File: config.mk
export PLATFORM = sky130hd
export DESIGN_NAME = multiwave_sum_flat
export DESIGN_NICKNAME = d
export VERILOG_FILES = /design/src/rtl/multiwave_sum_if.sv /design/src/rtl/multiwave_sum.sv /design/src/flat_wrapper.sv
export SDC_FILE = /design/constraint.sdc
export NUM_CORES = 1
export LEC_CHECK = 0
export BUFFER_PORTS_ARGS = -buffer_cell sky130_fd_sc_hd__buf_2
export CORE_ASPECT_RATIO = 0.7
export CORE_MARGIN = 2
export CORE_UTILIZATION = 55
export DETAILED_ROUTE_END_ITERATION = 12
export PLACE_DENSITY = 0.75
export SLEW_MARGIN = 10
export SYNTH_ARGS = -nofsm -noshare
export SYNTH_HDL_FRONTEND = slang
export SYNTH_SLANG_ARGS = --single-unit
File: constraint.sdc
create_clock -name clk -period 23.5 [get_ports clk]
set_input_delay 2.35 -clock clk [delete_from_list [all_inputs] [get_ports clk]]
set_output_delay 2.35 -clock clk [all_outputs]
set_load 0.1 [all_outputs]
File: src/rtl/multiwave_sum_if.sv
// multiwave_sum bus: sample tick, config port and mixed-sample output.
interface multiwave_sum_if #(
  parameter int NCH = 4,
  parameter int AW  = 16,
  parameter int PW  = 16,
  parameter int OW  = 16
);
  localparam int CW = $clog2(NCH);
  localparam int DW = (AW > PW) ? AW : PW;

  logic                 sample_en;
  logic                 cfg_we;
  logic                 cfg_ready;
  logic [CW-1:0]        cfg_ch;
  logic [1:0]           cfg_sel;
  logic [DW-1:0]        cfg_data;
  logic signed [OW-1:0] results;
  logic                 out_valid;
  logic                 overrun;

  modport master (
    output sample_en, cfg_we, cfg_ch, cfg_sel, cfg_data,
    input  cfg_ready, results, out_valid, overrun
  );

  modport slave (
    input  sample_en, cfg_we, cfg_ch, cfg_sel, cfg_data,
    output cfg_ready, results, out_valid, overrun
  );
endinterface

File: src/rtl/multiwave_sum.sv
// N-channel waveform synthesiser/mixer, one shared multiply per channel.
// Define WAVESUM_SAT_EN to clamp the mix instead of wrapping it.
module multiwave_sum #(
  parameter int NCH = 4,
  parameter int AW  = 16,
  parameter int PW  = 16,
  parameter int OW  = 16
) (
  input logic clk,
  input logic reset,
  multiwave_sum_if.slave bus
);
  localparam int CW = $clog2(NCH);
  localparam int SW = AW + 1 + CW;

  localparam logic [1:0] S_IDLE = 2'd0;
  localparam logic [1:0] S_ADV  = 2'd1;
  localparam logic [1:0] S_ACC  = 2'd2;
  localparam logic [1:0] S_DONE = 2'd3;

  localparam logic signed [AW-1:0] SQ =
    {1'b0, {(AW-1){1'b1}}};

  logic signed [AW-1:0] amp    [NCH];
  logic [PW-1:0]        offset [NCH];
  logic [PW-1:0]        pword  [NCH];
  logic [1:0]           mode   [NCH];
  logic [PW-1:0]        acc    [NCH];

  logic [1:0]           state;
  logic [CW-1:0]        ch;
  logic signed [SW-1:0] sum;
  logic signed [OW-1:0] results;
  logic                 out_valid;
  logic                 overrun;

  logic                   wr_en;
  logic [PW-1:0]          p;
  logic [AW-1:0]          u;
  logic [AW-1:0]          f;
  logic signed [AW-1:0]   w;
  logic signed [2*AW-1:0] prod;
  logic signed [AW:0]     term;
  logic signed [OW-1:0]   out_c;

  assign wr_en = bus.cfg_we && (state == S_IDLE) &&
                 (32'(bus.cfg_ch) < NCH);

  always_comb begin
    p = acc[ch] + offset[ch];
    u = p[PW-1 -: AW];
    f = u;
    w = '0;
    unique case (mode[ch])
      2'd0: w = {~u[AW-1], u[AW-2:0]};
      2'd1: begin
        f = u[AW-1] ? ~{u[AW-2:0], 1'b0}
                    :  {u[AW-2:0], 1'b0};
        w = {~f[AW-1], f[AW-2:0]};
      end
      2'd2: w = p[PW-1] ? -SQ : SQ;
      2'd3: w = '0;
    endcase
    prod = w * amp[ch];
    term = (AW+1)'(prod >>> (AW-1));
  end

`ifdef WAVESUM_SAT_EN
  localparam int XW = SW + OW;
  localparam logic signed [XW-1:0] OMAX =
    {{(XW-OW+1){1'b0}}, {(OW-1){1'b1}}};
  localparam logic signed [XW-1:0] OMIN = ~OMAX;
  logic signed [XW-1:0] sum_x;

  always_comb begin
    sum_x = XW'(sum);
    if (sum_x > OMAX)
      out_c = OMAX[OW-1:0];
    else if (sum_x < OMIN)
      out_c = OMIN[OW-1:0];
    else
      out_c = sum_x[OW-1:0];
  end
`else
  assign out_c = OW'(sum);
`endif

  always_ff @(posedge clk or negedge reset) begin
    if (!reset) begin
      for (int i = 0; i < NCH; i++) begin
        amp[i]    <= '0;
        offset[i] <= '0;
        pword[i]  <= '0;
        mode[i]   <= '0;
        acc[i]    <= '0;
      end
    end else begin
      if (state == S_ADV)
        for (int i = 0; i < NCH; i++)
          acc[i] <= acc[i] + pword[i];
      if (wr_en)
        unique case (bus.cfg_sel)
          2'd0: amp[bus.cfg_ch]    <= bus.cfg_data[AW-1:0];
          2'd1: offset[bus.cfg_ch] <= bus.cfg_data[PW-1:0];
          2'd2: pword[bus.cfg_ch]  <= bus.cfg_data[PW-1:0];
          2'd3: mode[bus.cfg_ch]   <= bus.cfg_data[1:0];
        endcase
    end
  end

  always_ff @(posedge clk or negedge reset) begin
    if (!reset) begin
      state     <= S_IDLE;
      ch        <= '0;
      sum       <= '0;
      results   <= '0;
      out_valid <= 1'b0;
      overrun   <= 1'b0;
    end else begin
      out_valid <= 1'b0;
      if (bus.sample_en && state != S_IDLE)
        overrun <= 1'b1;
      unique case (state)
        S_IDLE: if (bus.sample_en) state <= S_ADV;
        S_ADV: begin
          sum   <= '0;
          ch    <= '0;
          state <= S_ACC;
        end
        S_ACC: begin
          sum <= sum + SW'(term);
          ch  <= ch + CW'(1);
          if (ch == CW'(NCH - 1)) state <= S_DONE;
        end
        S_DONE: begin
          results   <= out_c;
          out_valid <= 1'b1;
          state     <= S_IDLE;
        end
      endcase
    end
  end

  assign bus.cfg_ready = (state == S_IDLE);
  assign bus.results   = results;
  assign bus.out_valid = out_valid;
  assign bus.overrun   = overrun;
endmodule

File: src/flat_wrapper.sv
// flat-port wrapper written by rule: the top's interface ports become plain ports
module multiwave_sum_flat 
#(
  parameter int NCH = 4,
  parameter int AW  = 16,
  parameter int PW  = 16,
  parameter int OW  = 16
)
  (clk, reset, bus_sample_en, bus_cfg_we, bus_cfg_ch, bus_cfg_sel, bus_cfg_data, bus_cfg_ready, bus_results, bus_out_valid, bus_overrun);
  multiwave_sum_if #(.NCH(NCH), .AW(AW), .PW(PW), .OW(OW)) bus_i ();
  input logic clk;
  input logic reset;
  input wire logic [$bits(bus_i.sample_en)-1:0] bus_sample_en;
  input wire logic [$bits(bus_i.cfg_we)-1:0] bus_cfg_we;
  input wire logic [$bits(bus_i.cfg_ch)-1:0] bus_cfg_ch;
  input wire logic [$bits(bus_i.cfg_sel)-1:0] bus_cfg_sel;
  input wire logic [$bits(bus_i.cfg_data)-1:0] bus_cfg_data;
  output wire logic [$bits(bus_i.cfg_ready)-1:0] bus_cfg_ready;
  output wire logic [$bits(bus_i.results)-1:0] bus_results;
  output wire logic [$bits(bus_i.out_valid)-1:0] bus_out_valid;
  output wire logic [$bits(bus_i.overrun)-1:0] bus_overrun;
  assign bus_i.sample_en = bus_sample_en;
  assign bus_i.cfg_we = bus_cfg_we;
  assign bus_i.cfg_ch = bus_cfg_ch;
  assign bus_i.cfg_sel = bus_cfg_sel;
  assign bus_i.cfg_data = bus_cfg_data;
  assign bus_cfg_ready = bus_i.cfg_ready;
  assign bus_results = bus_i.results;
  assign bus_out_valid = bus_i.out_valid;
  assign bus_overrun = bus_i.overrun;
  multiwave_sum #(.NCH(NCH), .AW(AW), .PW(PW), .OW(OW)) u_core (.clk(clk), .reset(reset), .bus(bus_i));
endmodule
[Yosys cells after proc, flatten, opt, wreduce, memory -nomap -nowiden]
Cells that the tools add are included.
Cells by class
  multipliers: 1
  multiplexer cells: 29
  order comparisons: 3
  $add $sub $neg: 7
  equal/unequal tests: 12
  reduce and logical (&&, ||, !) cells: 13
  bitwise gates (word level): 5
Operators by type and width (count)
  bitwise mux 64 bit: 3
  2-to-1 mux 16 bit: 9
  binary-select mux 16 bit (select 2 bit): 3
  adder 16 bit: 5
  case mux 16 bit (4 select lines): 1
  case mux 19 bit (2 select lines): 1
  demux 16 bit (select 2 bit): 1
  multiplier 16 x 16 -> 32 bit: 1
  adder 19 x 17 -> 19 bit: 1
  NOT 16 bit: 1
  == test 2 bit (second input constant): 7
  2-to-1 mux 2 bit: 5
  AND reduction 2 bit: 5
  bitwise mux 8 bit: 1
  case mux 2 bit (4 select lines): 1
  == test 2 x 1 -> 1 bit (second input constant): 3
  greater-or-equal comparator 3 bit (second input constant): 2
  zero test 2 bit: 3
  NOT 2 -> 3 bit: 2
  binary-select mux 2 bit (select 2 bit): 1
  demux 2 bit (select 2 bit): 1
  case mux 2 bit (2 select lines): 1
  nonzero test 2 bit: 2
  logical AND 1 bit: 3
  6 further kinds: 7
Word-level totals
  input port bits: 24
  register bits: 305
  logic and storage cells: 96
  output and inout bits: 19

[Depth between registers and ports, before layout]
  word-level depth: 12
  depth in mapped cells: 53
  depth with buffers taken out: 47

[Worst setup path before layout]
No wires, ideal clock.
  kind: reg-to-reg
  start: reg u_core.ch[0]
  end: reg u_core.sum[15]
  arrival time: 12596 ps
  path slack: 10809 ps
  period minus slack after synthesis: 12691 ps
  stages on the path, launching flop included: 50
  buffers on the path: 6
  required time: 23405 ps
  setup time: 95 ps
  cells stage by stage: dfrtp_1 > buf_1 > clkbuf_1 > buf_1 > buf_1 > mux4_2 > ha_1 > a21o_1 > o21bai_1 > a221oi_2 > o21ai_2 > xnor2_4 > clkbuf_1 > xnor2_1 > o22ai_1 > clkbuf_1 > nand2_1 > fa_1 > [... 14 more ...] > a21oi_1 > a221oi_1 > o41ai_4 > a221o_1 > a21oi_1 > xnor2_1 > ha_1 > nand2_1 > nor2_1 > nand2_1 > o21ai_0 > a311o_1 > and3_1 > o21a_1 > nor2_1 > xnor3_1 > xnor2_1 > o31ai_1
Between the ends
  word-level cells in the longest chain between the ends: 12
  elaborated cells on any way between the ends: 27
  those cells by class: 2 x add/sub; 1 x mul; 3 x eq/ne; 16 x mux; 4 x bitwise; 1 x reduce/logical
Ends and longest elaborated chain
  from (decl): line multiwave_sum.sv:31  | logic [CW-1:0] ch;
  from (signal assigned): line multiwave_sum.sv:132  | ch <= ch + CW'(1);
  NOT 2 -> 3 bit (not written as such) *: line multiwave_sum.sv:50, multiwave_sum.sv:54, multiwave_sum.sv:64
  binary-select mux 16 bit (select 2 bit): line multiwave_sum.sv:50  | p = acc[ch] + offset[ch];
  2-to-1 mux 16 bit (not written as such) (2 in a row): line multiwave_sum.sv:50
  adder 16 bit: line multiwave_sum.sv:50
  NOT 16 bit: line multiwave_sum.sv:57  | f = u[AW-1] ? ~{u[AW-2:0], 1'b0}
  2-to-1 mux 16 bit: line multiwave_sum.sv:57
  NOT 1 bit: line multiwave_sum.sv:59  | w = {~f[AW-1], f[AW-2:0]};
  case mux 16 bit (4 select lines): line multiwave_sum.sv:54  | unique case (mode[ch])
  multiplier 16 x 16 -> 32 bit *: line multiwave_sum.sv:64  | prod = w * amp[ch];
  adder 19 x 17 -> 19 bit *: line multiwave_sum.sv:131  | sum <= sum + SW'(term);
  case mux 19 bit (2 select lines) *: line multiwave_sum.sv:123  | unique case (state)
  to (signal assigned): line multiwave_sum.sv:131
  to (decl): line multiwave_sum.sv:32  | logic signed [SW-1:0] sum;
Mark *: on every way between the ends. The rest lies on a longest branch, timed or not. The select of a mux whose other input is x is not followed.
A chain may end at the register's enable or synchronous reset.

[Final worst setup path]
Same ends and word-level chain as after synthesis.

==> key figures <==
Worst setup path
  • Required @ worst endpoint: 23.98 ns
  • Most used cell, CP: fa_1
  • CP Max Fanout: 49
  • Crit. End Element: flip-flop
  • CP max stage delay: 0.79 ns
  • Crit start category: flip-flop
  • Critical path type: flip-flop to flip-flop
  • Crit path max-delay cell type: o21ai_1
  • Worst EP arrival: 14.01 ns

Synthesis
  • Ys Warns: 0
  • Register area share after synthesis: 29.2%
  • Post-synth top area cell: dfrtp_1
  • Post-synthesis register bit count: 302
  • Ys flop type: dfrtp_1
  • Syn Area/Cell: 10.8 um^2
  • Synthesized instance count: 2,410
  • Async SR Flop Fraction: 100%
  • Post-synth top area share: 29.2%
  • Most common cell in the netlist: inv_1
  • Synth area leaders: dfrtp_1 (29%), fa_1 (20%), mux2_2 (11%)
  • Top post-synthesis cells by count: inv_1 (347), dfrtp_1 (302), fa_1 (261)
  • Mapped Nets: 2,869
  • Number of flops mapped to enable cells by yosys: 0
  • Yosys cell types: 65
  • Synth Cell Area: 25,900 um^2

Timing
  • Tmin final: 13.53 ns
  • Worst Tran Pin Value: 1.18 ns
  • Max_slew headroom: 21.1%
  • Max Fclk: 73.9 MHz
  • Fin. Hold Viols: 0
  • Post-Route Setup TNS: 0 ns
  • Unrepaired setup endpoints after global routing: false
  • # setup viols final: 0
  • Max-slew violation count: 0
  • Final Cycle Share: 57.6%
  • Clk_skew: 0.0263 ns

Die
  • Die width: 263 um
  • # rows: 66
  • Starting Density: 55.8%
  • Placeable Area: 46,500 um^2
  • Die area: 48,900 um^2
  • Die height: 186 um
  • IO Pins: 43

GRT
  • Vias in the first global route: 19,088
  • GR Util All Layers: 26.4%
  • Largest net degree at the start of global routing: 144
  • First-pass GRT wire length: 102,000 um
  • Initial antenna violation count: 0
  • Grt total ovfl: 0

Clock tree
  • Worst-path clk slew: 0.06 ns
  • H-Tree Depth: 1
  • Worst skew pair latency: 0.58 ns
  • CTS buffer count: 30
  • Post_cts resized: 0
  • CTS Buffer Depth: 3
  • CTS tree: built
  • CTS sink cnt: 302
  • Hold_buf cts: 0
  • Setup bufs post-CTS: 0
  • Clock root cell: clkbuf_16

Drt
  • WL per Instance: 20.2 um
  • Initial detailed-routing violation count: 1,325
  • Via/cell ratio: 5.82
  • Wirelength, routed: 61,700 um
  • ANT nets after route: 0
  • Drt drc: 0
  • Drt pass-1 iters: 6
  • Vias: 17,782

Final layout
  • Fin nets: 2,880
  • Layout cells sized above 1: 18.1%
  • Layout area overhead: 7.15%
  • Area of the multi-input gates: 16,700 um^2
  • Register area: 7560 um^2
  • FILL cells: 3,780
  • Inserted Diodes: 0

Run status
  • Status: completed

Place
  • Dpl hpwl: 47,400 um
  • I/O Buffers: 42
  • Final Wtd Congestion: 0.922

Hold path
  • Hold Path Class: flip-flop to flip-flop

Run
  • Max Cap Violations: 0
-- state kept, by name (all words and copies together) (netlist names) --
register	count
u_core.acc	64
u_core.amp	64
u_core.bus.out_valid	1
u_core.bus.overrun	1
u_core.bus.results	16
u_core.ch	2
u_core.mode	8
u_core.offset	64
u_core.pword	64
u_core.state	2
u_core.sum	16
-- cells by family (layout without fill, tap and decap cells) --
group | count (synthesis) | count (layout) | share of synthesized area, %
XOR/XNOR | 108 | 108 | 3.77
adder cells (fa/ha/maj) | 435 | 435 | 28.6
buffers and inverters | 440 | 472 | 6.38
multiplexers | 314 | 314 | 15.2
AO/OA/AOI/OAI | 326 | 326 | 8.48
flip-flops | 302 | 302 | 29.2
AND/OR/NAND/NOR | 485 | 485 | 8.44
-- worst max-delay path, delay by kind of cell, from the launching register on --
family                     cells  cell delay [ns]
xor gates and xnor gates       4             0.90
buffers and inverters          4             0.85
AOI/OAI and AO/OA             18             5.05
and+or+nand+nor                7             1.39
DFF                            1             0.60
muxes                          1             0.62
adders and majority gates      9             3.93
-- cells in the final DEF (no fill, tap or decap), types with 9 or more instances in the layout --
cell type  synthesis  layout
a21boi_0          17      17
a21o_1            45      45
a21oi_1           70      70
and2_1            33      33
buf_2              2      41
buf_4              0      28
clkbuf_16          0      31
dfrtp_1          302     300
fa_1             261     261
ha_1             174     173
inv_1            347     347
mux2_2           260     260
mux2i_1           15      14
mux4_2            38      38
nand2_1          193     193
nand2b_1          25      25
nand3_1           14      14
nor2_1           136     136
nor2b_1           43      43
nor3_1            13      13
o21a_1            23      23
o21ai_0           52      49
o21ai_1            9      12
o21bai_1           9       9
o22ai_1           11      10
o2bb2ai_1         10      10
o31ai_1           17      17
or2_2             12      12
xnor2_1           77      77
xor2_1            29      29
-- layer usage --
layer / up-vias / track usage, % / share of wire [%]
met1: 9199 / 38.2 / 46
met4: 0 / 5.44 / 1.6
met5: - / 0 / 0
met3: 73 / 5.56 / 7.7
li1: 7978 / - / -
met2: 532 / 41.3 / 44
-- metrics by stage --
stage	utilization (%)	std cells	hold slack [ns]	setup slack [ns]	instance area (um^2)
after global placement	57.7	3001	0.454	10.24	26800
final	59.8	3054	0.478	9.97	27800
after detailed placement	57.7	3001	0.457	9.81	26800
after floorplan	-	2410	0.462	10.81	25900
after global routing	59.8	3054	0.505	9.15	27800
after CTS	59.7	3054	0.482	9.77	27800
-- final cells by class --
cell class                 instances  share of cell area [%]
clock buffer                      42                    3.12
clock inverter                    11                   0.342
inverter                         348                    4.70
multi-input combinational       1668                    60.2
sequential                       302                    27.2
tap                              612                    2.76
timing repair buffer              71                    1.62
-- path summary, 6_finish.rpt --
path / start / end / slack (ns) / depth (start not counted)
setup reg to reg: u_core.ch[0] / u_core.sum[15] / 9.97 / 43
max in group asynchronous: reset / u_core.offset[22] / 20.29 / 2
min in group asynchronous: reset / u_core.mode[3] / 1.84 / 1
hold / removal: u_core.bus.overrun / u_core.bus.overrun / 0.48 / 1
setup / recovery: u_core.ch[0] / u_core.sum[15] / 9.97 / 43
hold reg to reg: u_core.bus.overrun / u_core.bus.overrun / 0.48 / 1
Power is not shown: default switching activity piles up to over one toggle a cycle in this logic, so the estimate is an artifact.
